[config.mk]
export PLATFORM = sky130hd
export DESIGN_NAME = conv_result_reader_flat
export DESIGN_NICKNAME = d
export VERILOG_FILES = /design/src/rtl/conv_result_reader_if.sv /design/src/rtl/conv_result_reader.sv /design/src/flat_wrapper.sv
export SDC_FILE = /design/constraint.sdc
export NUM_CORES = 1
export LEC_CHECK = 0
export CORE_MARGIN = 8
export CORE_UTILIZATION = 40
export DETAILED_ROUTE_END_ITERATION = 7
export HOLD_SLACK_MARGIN = 0.08
export PLACE_DENSITY_LB_ADDON = 0.2
export SLEW_MARGIN = 25
export SYNTH_ARGS = -nofsm -noshare
export SYNTH_HDL_FRONTEND = slang
export SYNTH_SLANG_ARGS = --single-unit
[constraint.sdc]
create_clock -name clk -period 4.6 [get_ports clk]
set_clock_uncertainty 0.15 [all_clocks]
set_input_delay 1.38 -clock clk [delete_from_list [all_inputs] [get_ports clk]]
set_output_delay 1.38 -clock clk [all_outputs]
set_load 0.1 [all_outputs]
[src/rtl/conv_result_reader_if.sv]
// -----------------------------------------------------------------------------
// conv_result_reader_if
// Bus bundle between the convolution result reader, its three filter-result
// banks and the downstream stream consumer.
//   rd_addr0/1/2  : read addresses to banks 0/1/2 (always equal)
//   rd_data0/1/2  : registered bank read data, valid one cycle after address
//   out_data0/1/2 : streamed filter results, one per bank
//   out_valid     : out_data*/out_last valid
//   out_ready     : consumer accepts; transfer when out_valid & out_ready
//   out_last      : current beat carries the final address
// master = reader side, slave = bank/consumer side.
// -----------------------------------------------------------------------------
interface conv_result_reader_if #(
    parameter int RESULT_WIDTH = 22,
    parameter int ADDR_WIDTH   = 18
);
    logic [ADDR_WIDTH-1:0]   rd_addr0, rd_addr1, rd_addr2;
    logic [RESULT_WIDTH-1:0] rd_data0, rd_data1, rd_data2;
    logic [RESULT_WIDTH-1:0] out_data0, out_data1, out_data2;
    logic                    out_valid;
    logic                    out_ready;
    logic                    out_last;

    modport master (
        output rd_addr0, rd_addr1, rd_addr2,
        input  rd_data0, rd_data1, rd_data2,
        output out_data0, out_data1, out_data2,
        output out_valid, out_last,
        input  out_ready
    );

    modport slave (
        input  rd_addr0, rd_addr1, rd_addr2,
        output rd_data0, rd_data1, rd_data2,
        input  out_data0, out_data1, out_data2,
        input  out_valid, out_last,
        output out_ready
    );
endinterface

[src/rtl/conv_result_reader.sv]
// -----------------------------------------------------------------------------
// conv_result_reader
// Drains OUTPUT_SIZE results from three filter banks in lockstep and streams
// them out through a 2-entry FIFO with valid/ready flow control.
//   clk   : clock, all logic on the rising edge
//   rst_n : asynchronous active-low reset
//   start : begin a full drain (only looked at in IDLE)
//   busy  : high whenever the FSM is not IDLE
//   done  : one-cycle pulse after the final transfer
//   bus   : read/stream bundle (see conv_result_reader_if)
// -----------------------------------------------------------------------------
module conv_result_reader #(
    parameter int DATA_WIDTH   = 8,
    parameter int RESULT_WIDTH = 2*DATA_WIDTH+6,
    parameter int OUTPUT_SIZE  = 222*222,
    parameter int ADDR_WIDTH   = 18
) (
    input  logic                  clk,
    input  logic                  rst_n,
    input  logic                  start,
    output logic                  busy,
    output logic                  done,
    conv_result_reader_if.master  bus
);
    typedef enum logic [1:0] {IDLE, READ, DRAIN} state_t;

    localparam logic [ADDR_WIDTH-1:0] LAST_ADDR = ADDR_WIDTH'(OUTPUT_SIZE - 1);

    state_t                       r_state, w_state_next;
    logic [ADDR_WIDTH-1:0]        r_addr_next;   // next address to issue
    logic [ADDR_WIDTH-1:0]        r_addr_last;   // last address issued
    logic                         r_inflight;    // a read was issued last cycle
    logic                         r_inflight_last;
    logic [1:0]                   r_fifo_last;
    logic                         r_wr_ptr, r_rd_ptr;
    logic [1:0]                   r_count;
    logic                         r_done;

    logic [2:0][RESULT_WIDTH-1:0] w_rd_data;
    logic [2:0][RESULT_WIDTH-1:0] w_head;
    logic                         w_valid, w_pop, w_head_last;
    logic                         w_issue, w_issue_last;
    logic [2:0]                   w_pending;
    logic [ADDR_WIDTH-1:0]        w_rd_addr;

    assign w_rd_data[0] = bus.rd_data0;
    assign w_rd_data[1] = bus.rd_data1;
    assign w_rd_data[2] = bus.rd_data2;

    assign w_valid     = (r_count != 2'd0);
    assign w_pop       = w_valid & bus.out_ready;
    assign w_head_last = r_fifo_last[r_rd_ptr];

    // Slots that will be committed after this edge: held entries plus the
    // read landing now, minus the beat leaving now. A new read is allowed
    // only while that total leaves room for it, so the FIFO can never overflow.
    assign w_pending    = 3'(r_count) + 3'(r_inflight) - 3'(w_pop);
    assign w_issue      = (r_state == READ) && (w_pending < 3'd2);
    assign w_issue_last = w_issue && (r_addr_next == LAST_ADDR);

    // The address shown is the one being issued this cycle; otherwise the
    // previous one is held so the banks see a stable address while stalled.
    assign w_rd_addr = w_issue            ? r_addr_next :
                       (r_state == IDLE)  ? '0          : r_addr_last;

    assign bus.rd_addr0 = w_rd_addr;
    assign bus.rd_addr1 = w_rd_addr;
    assign bus.rd_addr2 = w_rd_addr;

    // Per-channel FIFO storage; written only on the edge after an issued read.
    generate
        for (genvar gi = 0; gi < 3; gi++) begin : g_ch
            logic [RESULT_WIDTH-1:0] r_mem [0:1];
            always_ff @(posedge clk or negedge rst_n) begin
                if (!rst_n) begin
                    r_mem[0] <= '0;
                    r_mem[1] <= '0;
                end else if (r_inflight) begin
                    r_mem[r_wr_ptr] <= w_rd_data[gi];
                end
            end
            assign w_head[gi] = r_mem[r_rd_ptr];
        end
    endgenerate

    assign bus.out_data0 = w_head[0];
    assign bus.out_data1 = w_head[1];
    assign bus.out_data2 = w_head[2];
    assign bus.out_valid = w_valid;
    assign bus.out_last  = w_valid & w_head_last;

    always_ff @(posedge clk or negedge rst_n) begin
        if (!rst_n) begin
            r_state         <= IDLE;
            r_addr_next     <= '0;
            r_addr_last     <= '0;
            r_inflight      <= 1'b0;
            r_inflight_last <= 1'b0;
            r_fifo_last     <= 2'b00;
            r_wr_ptr        <= 1'b0;
            r_rd_ptr        <= 1'b0;
            r_count         <= 2'd0;
            r_done          <= 1'b0;
        end else begin
            r_state         <= w_state_next;
            r_done          <= (r_state == DRAIN) && w_pop && w_head_last;
            r_inflight      <= w_issue;
            r_inflight_last <= w_issue_last;
            if (r_state == IDLE) begin
                r_addr_next <= '0;
                r_addr_last <= '0;
            end else if (w_issue) begin
                r_addr_last <= r_addr_next;
                r_addr_next <= r_addr_next + 1'b1;
            end
            if (r_inflight) begin
                r_fifo_last[r_wr_ptr] <= r_inflight_last;
                r_wr_ptr              <= ~r_wr_ptr;
            end
            if (w_pop) begin
                r_rd_ptr <= ~r_rd_ptr;
            end
            r_count <= r_count + {1'b0, r_inflight} - {1'b0, w_pop};
        end
    end

    always_comb begin
        w_state_next = r_state;
        busy         = (r_state != IDLE);
        done         = r_done;
        case (r_state)
            IDLE:    if (start)                 w_state_next = READ;
            READ:    if (w_issue_last)          w_state_next = DRAIN;
            DRAIN:   if (w_pop && w_head_last)  w_state_next = IDLE;
            default:                            w_state_next = IDLE;
        endcase
    end
endmodule

[src/flat_wrapper.sv]
// flat-port wrapper written by rule: the top's interface ports become plain ports
module conv_result_reader_flat 
#(
    parameter int DATA_WIDTH   = 8,
    parameter int RESULT_WIDTH = 2*DATA_WIDTH+6,
    parameter int OUTPUT_SIZE  = 222*222,
    parameter int ADDR_WIDTH   = 18
)
  (clk, rst_n, start, busy, done, bus_rd_addr0, bus_rd_addr1, bus_rd_addr2, bus_rd_data0, bus_rd_data1, bus_rd_data2, bus_out_data0, bus_out_data1, bus_out_data2, bus_out_valid, bus_out_last, bus_out_ready);
  conv_result_reader_if #(.RESULT_WIDTH(RESULT_WIDTH), .ADDR_WIDTH(ADDR_WIDTH)) bus_i ();
  input  logic clk;
  input  logic rst_n;
  input  logic start;
  output logic busy;
  output logic done;
  output wire logic [$bits(bus_i.rd_addr0)-1:0] bus_rd_addr0;
  output wire logic [$bits(bus_i.rd_addr1)-1:0] bus_rd_addr1;
  output wire logic [$bits(bus_i.rd_addr2)-1:0] bus_rd_addr2;
  input wire logic [$bits(bus_i.rd_data0)-1:0] bus_rd_data0;
  input wire logic [$bits(bus_i.rd_data1)-1:0] bus_rd_data1;
  input wire logic [$bits(bus_i.rd_data2)-1:0] bus_rd_data2;
  output wire logic [$bits(bus_i.out_data0)-1:0] bus_out_data0;
  output wire logic [$bits(bus_i.out_data1)-1:0] bus_out_data1;
  output wire logic [$bits(bus_i.out_data2)-1:0] bus_out_data2;
  output wire logic [$bits(bus_i.out_valid)-1:0] bus_out_valid;
  output wire logic [$bits(bus_i.out_last)-1:0] bus_out_last;
  input wire logic [$bits(bus_i.out_ready)-1:0] bus_out_ready;
  assign bus_rd_addr0 = bus_i.rd_addr0;
  assign bus_rd_addr1 = bus_i.rd_addr1;
  assign bus_rd_addr2 = bus_i.rd_addr2;
  assign bus_i.rd_data0 = bus_rd_data0;
  assign bus_i.rd_data1 = bus_rd_data1;
  assign bus_i.rd_data2 = bus_rd_data2;
  assign bus_out_data0 = bus_i.out_data0;
  assign bus_out_data1 = bus_i.out_data1;
  assign bus_out_data2 = bus_i.out_data2;
  assign bus_out_valid = bus_i.out_valid;
  assign bus_out_last = bus_i.out_last;
  assign bus_i.out_ready = bus_out_ready;
  conv_result_reader #(.DATA_WIDTH(DATA_WIDTH), .RESULT_WIDTH(RESULT_WIDTH), .OUTPUT_SIZE(OUTPUT_SIZE), .ADDR_WIDTH(ADDR_WIDTH)) u_core (.clk(clk), .rst_n(rst_n), .start(start), .busy(busy), .done(done), .bus(bus_i));
endmodule
; ---- After elaboration in Yosys (flattened, before gate mapping)
; Cells that the tools add are included.
[word_totals]
register_bits = 179
inputBits = 70
elab_cells = 81
output_inout_bits = 124
[op_classes]
n_reduce_logical = 12
n_eq_ne = 6
n_mux = 29
bitwise_logic = 6
magnitude_cmp = 7
addsub = 5
[ops]
columns = operator, count
row1 = 22-bit 2-to-1 mux, 10
row2 = 44-bit bitwise mux, 3
row3 = 18-bit 2-to-1 mux, 6
row4 = 22-bit demux with 1-bit select, 1
row5 = "18-bit by 1-bit adder with 18-bit output, second input constant", 1
row6 = "18-bit by 16-bit == test with 1-bit output, second input constant", 1
row7 = 1-bit logical AND, 7
row8 = 2-bit 2-to-1 mux, 3
row9 = 2-bit one-hot mux with 3 select lines, 1
row10 = 2-bit nonzero test, 3
row11 = "2-bit >= comparator, second input constant", 2
row12 = "1-bit by 2-bit less-than comparator with 1-bit output, second input constant", 2
row13 = "2-bit != test, second input constant", 2
row14 = 1-bit NOT with 2-bit output, 2
row15 = 2-bit by 1-bit adder with 3-bit output, 1
row16 = "3-bit by 2-bit less-than comparator with 1-bit output, second input constant", 1
row17 = 1-bit 2-to-1 mux, 3
row18 = 3-bit AND reduction, 1
row19 = 3-bit by 1-bit subtractor with 3-bit output, 1
row20 = 2-bit by 1-bit adder with 2-bit output, 1
row21 = 1-bit bitwise AND, 2
row22 = 2-bit bitwise mux, 1
row23 = "2-bit by 1-bit == test with 1-bit output, second input constant", 1
row24 = "2-bit == test, second input constant", 1
row25 = 7 further kinds, 8

; ---- Depth between registers and ports, before layout
; Gate-level depths: netlist of run 1.
[logic_depth]
depth_word = 8
ltp_mapped = 14
ltp_nobuf = 12

; ---- Least setup slack after synthesis of run 1
; OpenSTA, ideal clock, no wires.
[synth_timing]
path_type = input -> output
startpoint = input bus_out_ready
endpoint = output bus_rd_addr1[10]
slack_ps = -2707
t_arrival_ps = 5777
required_time_ps = 3070
n_path_buf = 3
path_stages = 11
path_cell_list = nand2_1 xnor2_1 ha_1 inv_1 fa_1 xnor2_2 nand3_1 buf_2 buf_2 o21ai_0 buf_4
[synth_via]
elab_chain_cells = 5
[synth_lines]
columns = element, line
row1 = "start, declared", flat_wrapper.sv:27  ; input wire logic [$bits(bus_i.out_ready)-1:0] bus_out_ready;
row2 = 1-bit bitwise AND, conv_result_reader.sv:51  ; assign w_pop = w_valid & bus.out_ready;
row3 = 3-bit by 1-bit subtractor with 3-bit output, conv_result_reader.sv:57  ; assign w_pending = 3'(r_count) + 3'(r_inflight) - 3'(w_pop);
row4 = 3-bit by 2-bit less-than comparator with 1-bit output, conv_result_reader.sv:58  ; assign w_issue = (r_state == READ) && (w_pending < 3'd2);
row5 = 1-bit logical AND, conv_result_reader.sv:58
row6 = 18-bit 2-to-1 mux, conv_result_reader.sv:63  ; assign w_rd_addr = w_issue ? r_addr_next :
row7 = "end, declared", flat_wrapper.sv:17  ; output wire logic [$bits(bus_i.rd_addr1)-1:0] bus_rd_addr1;
; No other way between the ends.

; ---- Final worst setup path of run 1
[layout_timing]
startpoint = input bus_out_ready
endpoint = output bus_rd_addr2[17]
[layout_via]
elab_chain_cells = 5
[layout_lines]
columns = element, line
row1 = 1-bit bitwise AND, conv_result_reader.sv:51
row2 = 3-bit by 1-bit subtractor with 3-bit output, conv_result_reader.sv:57
row3 = 3-bit by 2-bit less-than comparator with 1-bit output, conv_result_reader.sv:58
row4 = 1-bit logical AND, conv_result_reader.sv:58
row5 = 18-bit 2-to-1 mux, conv_result_reader.sv:63
row6 = "end, declared", flat_wrapper.sv:18  ; output wire logic [$bits(bus_i.rd_addr2)-1:0] bus_rd_addr2;
; No other way between the ends.

==> results of run 1 <==
==> area by class of cell <==
cell class | instances | area [um2] | share of cell area
Timing Repair Buffer | 235 | 2760 | 0.228
Clock inverter | 13 | 173 | 0.0142
Clock buffer | 19 | 443 | 0.0365
Multi-Input combinational cell | 377 | 3890 | 0.321
Sequential cell | 179 | 4480 | 0.370
Tap cell | 270 | 338 | 0.0279
Inverter | 8 | 32.5 | 0.00268
==> registers in the layout, summed over array words and instances, names as in the netlist <==
name	count
u_core.done	1
u_core.g_ch.r_mem	132
u_core.r_addr_last	18
u_core.r_addr_next	18
u_core.r_count	2
u_core.r_fifo_last	2
u_core.r_inflight	1
u_core.r_inflight_last	1
u_core.r_rd_ptr	1
u_core.r_state	2
u_core.r_wr_ptr	1
==> synth_stat cells (6+ instances only) <==
cell / count
buf_2: 19
o21ai_0: 10
nand2_1: 65
nor2_1: 8
clkbuf_1: 7
mux2i_1: 7
nand4_1: 6
mux2_2: 200
dfrtp_1: 179
nor3_1: 6
inv_1: 8
nand3_1: 24
buf_4: 37
==> what timing repair did <==
item,CTS,global route
gates resized for setup,63,5
buffers inserted,11,5
setup endpoints to repair,54,54
cloned,2,1
pin swaps,23,1
==> per-stage QoR <==
| step | hold slack (ns) | std cells |
|---|---|---|
| floorplan | 0.311 | 631 |
| global placement | 0.331 | 1053 |
| detailed placement | 0.337 | 1053 |
| CTS | 0.353 | 1096 |
| global route | 0.367 | 1101 |
| finish | 0.350 | 1101 |
==> layout by cell type, fill, tap and decap left out, types with 2 or more instances in the layout <==
cell               n
inv_1              6
buf_6              9
o21ai_4            2
or3_1              2
clkbuf_16         18
nand4_1            6
bufinv_16          3
nand2_8           28
inv_6              4
nand2_1           31
clkdlybuf4s50_1   68
mux2i_1            7
clkinvlp_4         3
nand2_4            7
nor2_1             8
or4_1              4
buf_4             95
dfrtp_1          178
mux2_2           200
o211ai_1           2
xor2_1             3
a21oi_1            3
and3_1             2
nand3_2            9
o21ai_0            8
o31ai_1            3
nor3_1             6
nor4_1             3
buf_12            60
nand3_4            2
nand3_1           13
==> worst paths after layout <==
kind / start / endpoint / slack (ns) / depth (start not counted)
min in group asynchronous: rst_n / u_core.g_ch[2].r_mem[29] / 0.89 / 1
setup reg to reg: u_core.r_count[1] / u_core.r_addr_next[8] / 1.33 / 14
hold reg to reg: u_core.g_ch[1].r_mem[36] / u_core.g_ch[1].r_mem[36] / 0.35 / 1
hold / removal: u_core.g_ch[1].r_mem[36] / u_core.g_ch[1].r_mem[36] / 0.35 / 1
max in group asynchronous: rst_n / u_core.g_ch[0].r_mem[2] / 2.52 / 2
setup / recovery: bus_out_ready / bus_rd_addr2[17] / -0.24 / 14
==> layer usage <==
metal,global-route usage,vias up,share of wire,wire length (um)
met4,0.0506,0,0.015,311
met1,0.198,2887,0.41,8550
met2,0.281,170,0.51,10600
li1,-,2571,-,-
met3,0.0491,28,0.063,1300
met5,0,-,0,0
==> logic make-up after synthesis <==
group / after synthesis / share of synthesized area
mux: 207 / 0.283
flops: 179 / 0.547
simple gates: 135 / 0.0822
buf+inv: 75 / 0.0542
compound gates: 26 / 0.0205
xor+xnor: 6 / 0.00733
fa+ha+maj: 3 / 0.00550
==> results.md, run 1 <==
* Status: finished with violations
* Failing checks: setup timing
* Dominant cell type by area after synthesis: dfrtp_1
* Critical Path Start Type: input pin
* # rows at 52
* Fin crit share at 1.05
* Starting Density at 0.406
* DPL Wire Length at 14200 um
* Die area at 25300 um2
* First-pass GRT wire length at 34100 um
* Hold Vio Cnt, Final at 0
* Share of cells above drive strength 1 at 0.556
* Port Buffer Count at 193
* # setup viols final at 54
* Synthesized Nets at 704
* Pin count of the biggest net entering global routing at 91
* Post-Syn Area per Cell at 13.0 um2
* Final Core Density at 0.601
* Pre-CTS WS at -0.860 ns
* Peak Freq at 206 MHz
* Ys flop type: dfrtp_1
* Unrepaired setup endpoints after global routing: true
* Min-Delay Path Class: reg -> reg
* Maximum root-to-sink buffer count at 2
* Mapped Area at 8190 um2
* Synth warn at 0
* CP Cell Sequence: buf_8 > nand2_8 > xnor2_2 > ha_2 > inv_2 > fa_2 > xnor2_4 > nand3_4 > inv_4 > buf_6 > buf_12 > nand2_4 > nand2_8 > buf_12
* Pre-antenna DRT Iters at 4
* Worst skew pair latency at 0.42 ns
* DR iter-0 viols at 256
* WL final at 20700 um
* CP required at 3.07 ns
* Rel. slew slack at 0.298
* Top cells by area, synth: dfrtp_1 55%, mux2_2 27%, buf_4 3.4%
* Yosys reg bits at 179
* Placed instance area at 11100 um2
* Fin area at 12100 um2
* Initial antenna violation count at 0
* Period minus WS final at 4.84 ns
* Fin. max-slew vios at 0
* Total grt overflow at 0
* Least-Margin Pin Slew at 1.05 ns
* Sequential fraction of the synthesis area at 0.547
* DRC viols at 0
* Clock-pin slew on the worst setup and hold paths at 0.06 ns
* CTS H-tree depth at 4
* Layout Area Growth over Synthesis at 48.0%
* Clk sinks at 179
* Filler instances at 1562
* PnR worst setup slack at -0.244 ns
* Worst-path fanout max at 6
* Net count, final at 891
* Die X at 159 um
* DR vias/cell at 5.14
* Yosys top cell area share at 0.547
* Routed length per instance at 18.8 um
* CTS tree: built
* Crit path buf inv count at 6
* Via count at 5656
* Core Region at 20200 um2
* Async S/R FF share, synth at 1.00
* Ports at 194
* Synth cell types at 49
* GPL Wtd Cong at 0.787
* Die height at 159 um
* Critical path arrival at 3.31 ns
* Crit path max-delay family: buffers and inverters
* Post-route ant nets at 0
* Max incr delay on CP at 0.38 ns
* Total negative slack at -10.72 ns
* Critical Path End Type: primary output
* Post-synth EDFFs at 0
* Setup CP Type: in -> out
* Antenna diode count at 0
* CTS Root Cell: clkbuf_16
* GR Util All Layers at 0.165
* Gate Count Post-Synth at 631
* Number of CTS-inserted buffers at 17
* Hold Buf Count CTS at 0
* Vias in the first global route at 6300
* Max-cap violations at 0
* CP max stage cell: fa_2
Power of run 1 is left out: the tool's default activity adds up to more than one toggle a clock period on the data nets, which glitch-free logic cannot reach.
==> inputs of run 2 (changes only) <==
--- a/config.mk
+++ b/config.mk
@@ -10,6 +10,7 @@
 export DETAILED_ROUTE_END_ITERATION = 7
 export HOLD_SLACK_MARGIN = 0.08
 export PLACE_DENSITY_LB_ADDON = 0.2
+export SKIP_CTS_REPAIR_TIMING = 1
 export SLEW_MARGIN = 25
 export SYNTH_ARGS = -nofsm -noshare
 export SYNTH_HDL_FRONTEND = slang
==> results.md, run 2 (synthesis results as in run 1) <==
* Failing checks: setup timing
* Hold slack at 0.350 ns
* Routed length per instance at 18.8 um
* WL final at 20700 um
* Post-route ant nets at 0
* Share of cells above drive strength 1 at 0.554
* Max-cap violations at 0
* Largest register FFs at 132
* CTS H-tree depth at 4
* GPL Wtd Cong at 0.787
* CTS Root Cell: clkbuf_16
* CP required at 3.07 ns
* Via count at 5663
* First-pass GRT wire length at 33200 um
* Rel. slew slack at 0.294
* Commonest non-fill, non-tap cell in the layout: mux2_2
* Placed instance area at 11100 um2
* Min-Delay Path Class: reg -> reg
* Fin area at 12100 um2
* Unrepaired setup endpoints after global routing: true
* Worst-path fanout max at 6
* Starting Density at 0.406
* Least-Margin Pin Slew at 1.06 ns
* Antenna diode count at 0
* Fin. max-slew vios at 0
* Commonest cells after routing, fill and taps aside: 200 x mux2_2, 178 x dfrtp_1, 100 x buf_4
* Worst skew pair latency at 0.42 ns
* Critical Path Start Type: input pin
* Initial antenna violation count at 0
* Die height at 159 um
* Status: finished with violations
* Biggest register: u_core.g_ch.r_mem
* PnR worst setup slack at -0.257 ns
* Setup CP Type: in -> out
* Worst setup path startpoint: bus_out_ready
* Vias in the first global route at 6191
* Worst Min Path Start: u_core.g_ch[1].r_mem[36]
* Die X at 159 um
* DR vias/cell at 5.15
* Fin crit share at 1.06
* GR Util All Layers at 0.161
* DR iter-0 viols at 304
* Net count, final at 889
* Top flop regs: u_core.g_ch.r_mem x132, u_core.r_addr_last x18, u_core.r_addr_next x18
* Hold Vio Cnt, Final at 0
* Period minus WS final at 4.86 ns
* Layout Area Growth over Synthesis at 47.6%
* Number of CTS-inserted buffers at 17
* Ports at 194
* Total grt overflow at 0
* Port Buffer Count at 193
* Core Region at 20200 um2
* Peak Freq at 206 MHz
* Worst r2r src: u_core.r_count[1]
* Critical path arrival at 3.33 ns
* Clock-pin slew on the worst setup and hold paths at 0.06 ns
* Die area at 25300 um2
* Pin count of the biggest net entering global routing at 91
* Critical Path End Type: primary output
* DRC viols at 0
* Pre-antenna DRT Iters at 5
* Maximum root-to-sink buffer count at 2
* Clk sinks at 179
* # rows at 52
* CTS tree: built
* # setup viols final at 54
* DPL Wire Length at 14200 um
==> run 2: changes by cell type in the layout (fill, tap and decap cells not counted), moves of 2 or more <==
| cell | previous run | this run |
|---|---|---|
| buf_4 | 95 | 100 |
| buf_6 | 9 | 2 |
| clkbuf_16 | 18 | 20 |
| nand2_4 | 7 | 5 |
| nand2_8 | 28 | 30 |
==> run 2: worst paths after layout <==
path	endpoint	slack, ns	cells past startpoint
max in group asynchronous	u_core.g_ch[0].r_mem[2]	2.51	2
min reg2reg	u_core.g_ch[1].r_mem[36]	0.35	1
min in group asynchronous	u_core.g_ch[2].r_mem[29]	0.89	1
min	u_core.g_ch[1].r_mem[36]	0.35	1
max reg2reg	u_core.r_addr_next[15]	1.39	13
max	bus_rd_addr1[1]	-0.26	13
==> run 2: area by class of cell <==
| cell class | count | area [um2] |
|---|---|---|
| fillers | 1564 | 8080 |
| flip-flops and latches | 179 | 4480 |
| multi-input cells | 377 | 3890 |
| repair buffers | 233 | 2730 |
| clock buffers | 19 | 443 |
| well taps | 270 | 338 |
| clock inverters | 13 | 173 |
| inverters | 8 | 35.0 |
==> run 2: worst max-delay path, cell delays in order <==
cell       delay [ns]
buf_8            0.10
nand2_8          0.05
xnor2_2          0.10
ha_2             0.19
inv_2            0.03
fa_2             0.35
xnor2_2          0.22
nand3_4          0.18
inv_6            0.13
clkbuf_16        0.22
nand2_8          0.08
nand2_8          0.10
buf_12           0.17
==> run 2: metrics by stage <==
stage | worst slack (ns) | cells | TNS [ns] | util
after global placement | -0.796 | 1053 | -41.60 | 0.548
final | -0.257 | 1099 | -12.46 | 0.599
after global routing | -0.341 | 1099 | -17.04 | 0.599
after CTS | -0.868 | 1085 | -45.12 | 0.579
after detailed placement | -0.860 | 1053 | -44.77 | 0.548
after floorplan | -0.684 | 631 | -18.40 | -
==> run 2: metal layers <==
| layer | GRT usage | up-vias | routed length, um | part of all wire |
|---|---|---|---|---|
| met5 | 0 | - | 0 | 0 |
| met4 | 0.0412 | 0 | 329 | 0.016 |
| met3 | 0.0535 | 26 | 1240 | 0.060 |
| met2 | 0.274 | 167 | 10600 | 0.51 |
| met1 | 0.192 | 2902 | 8510 | 0.41 |
| li1 | - | 2568 | - | - |
Power of run 2 is left out for the same reason.
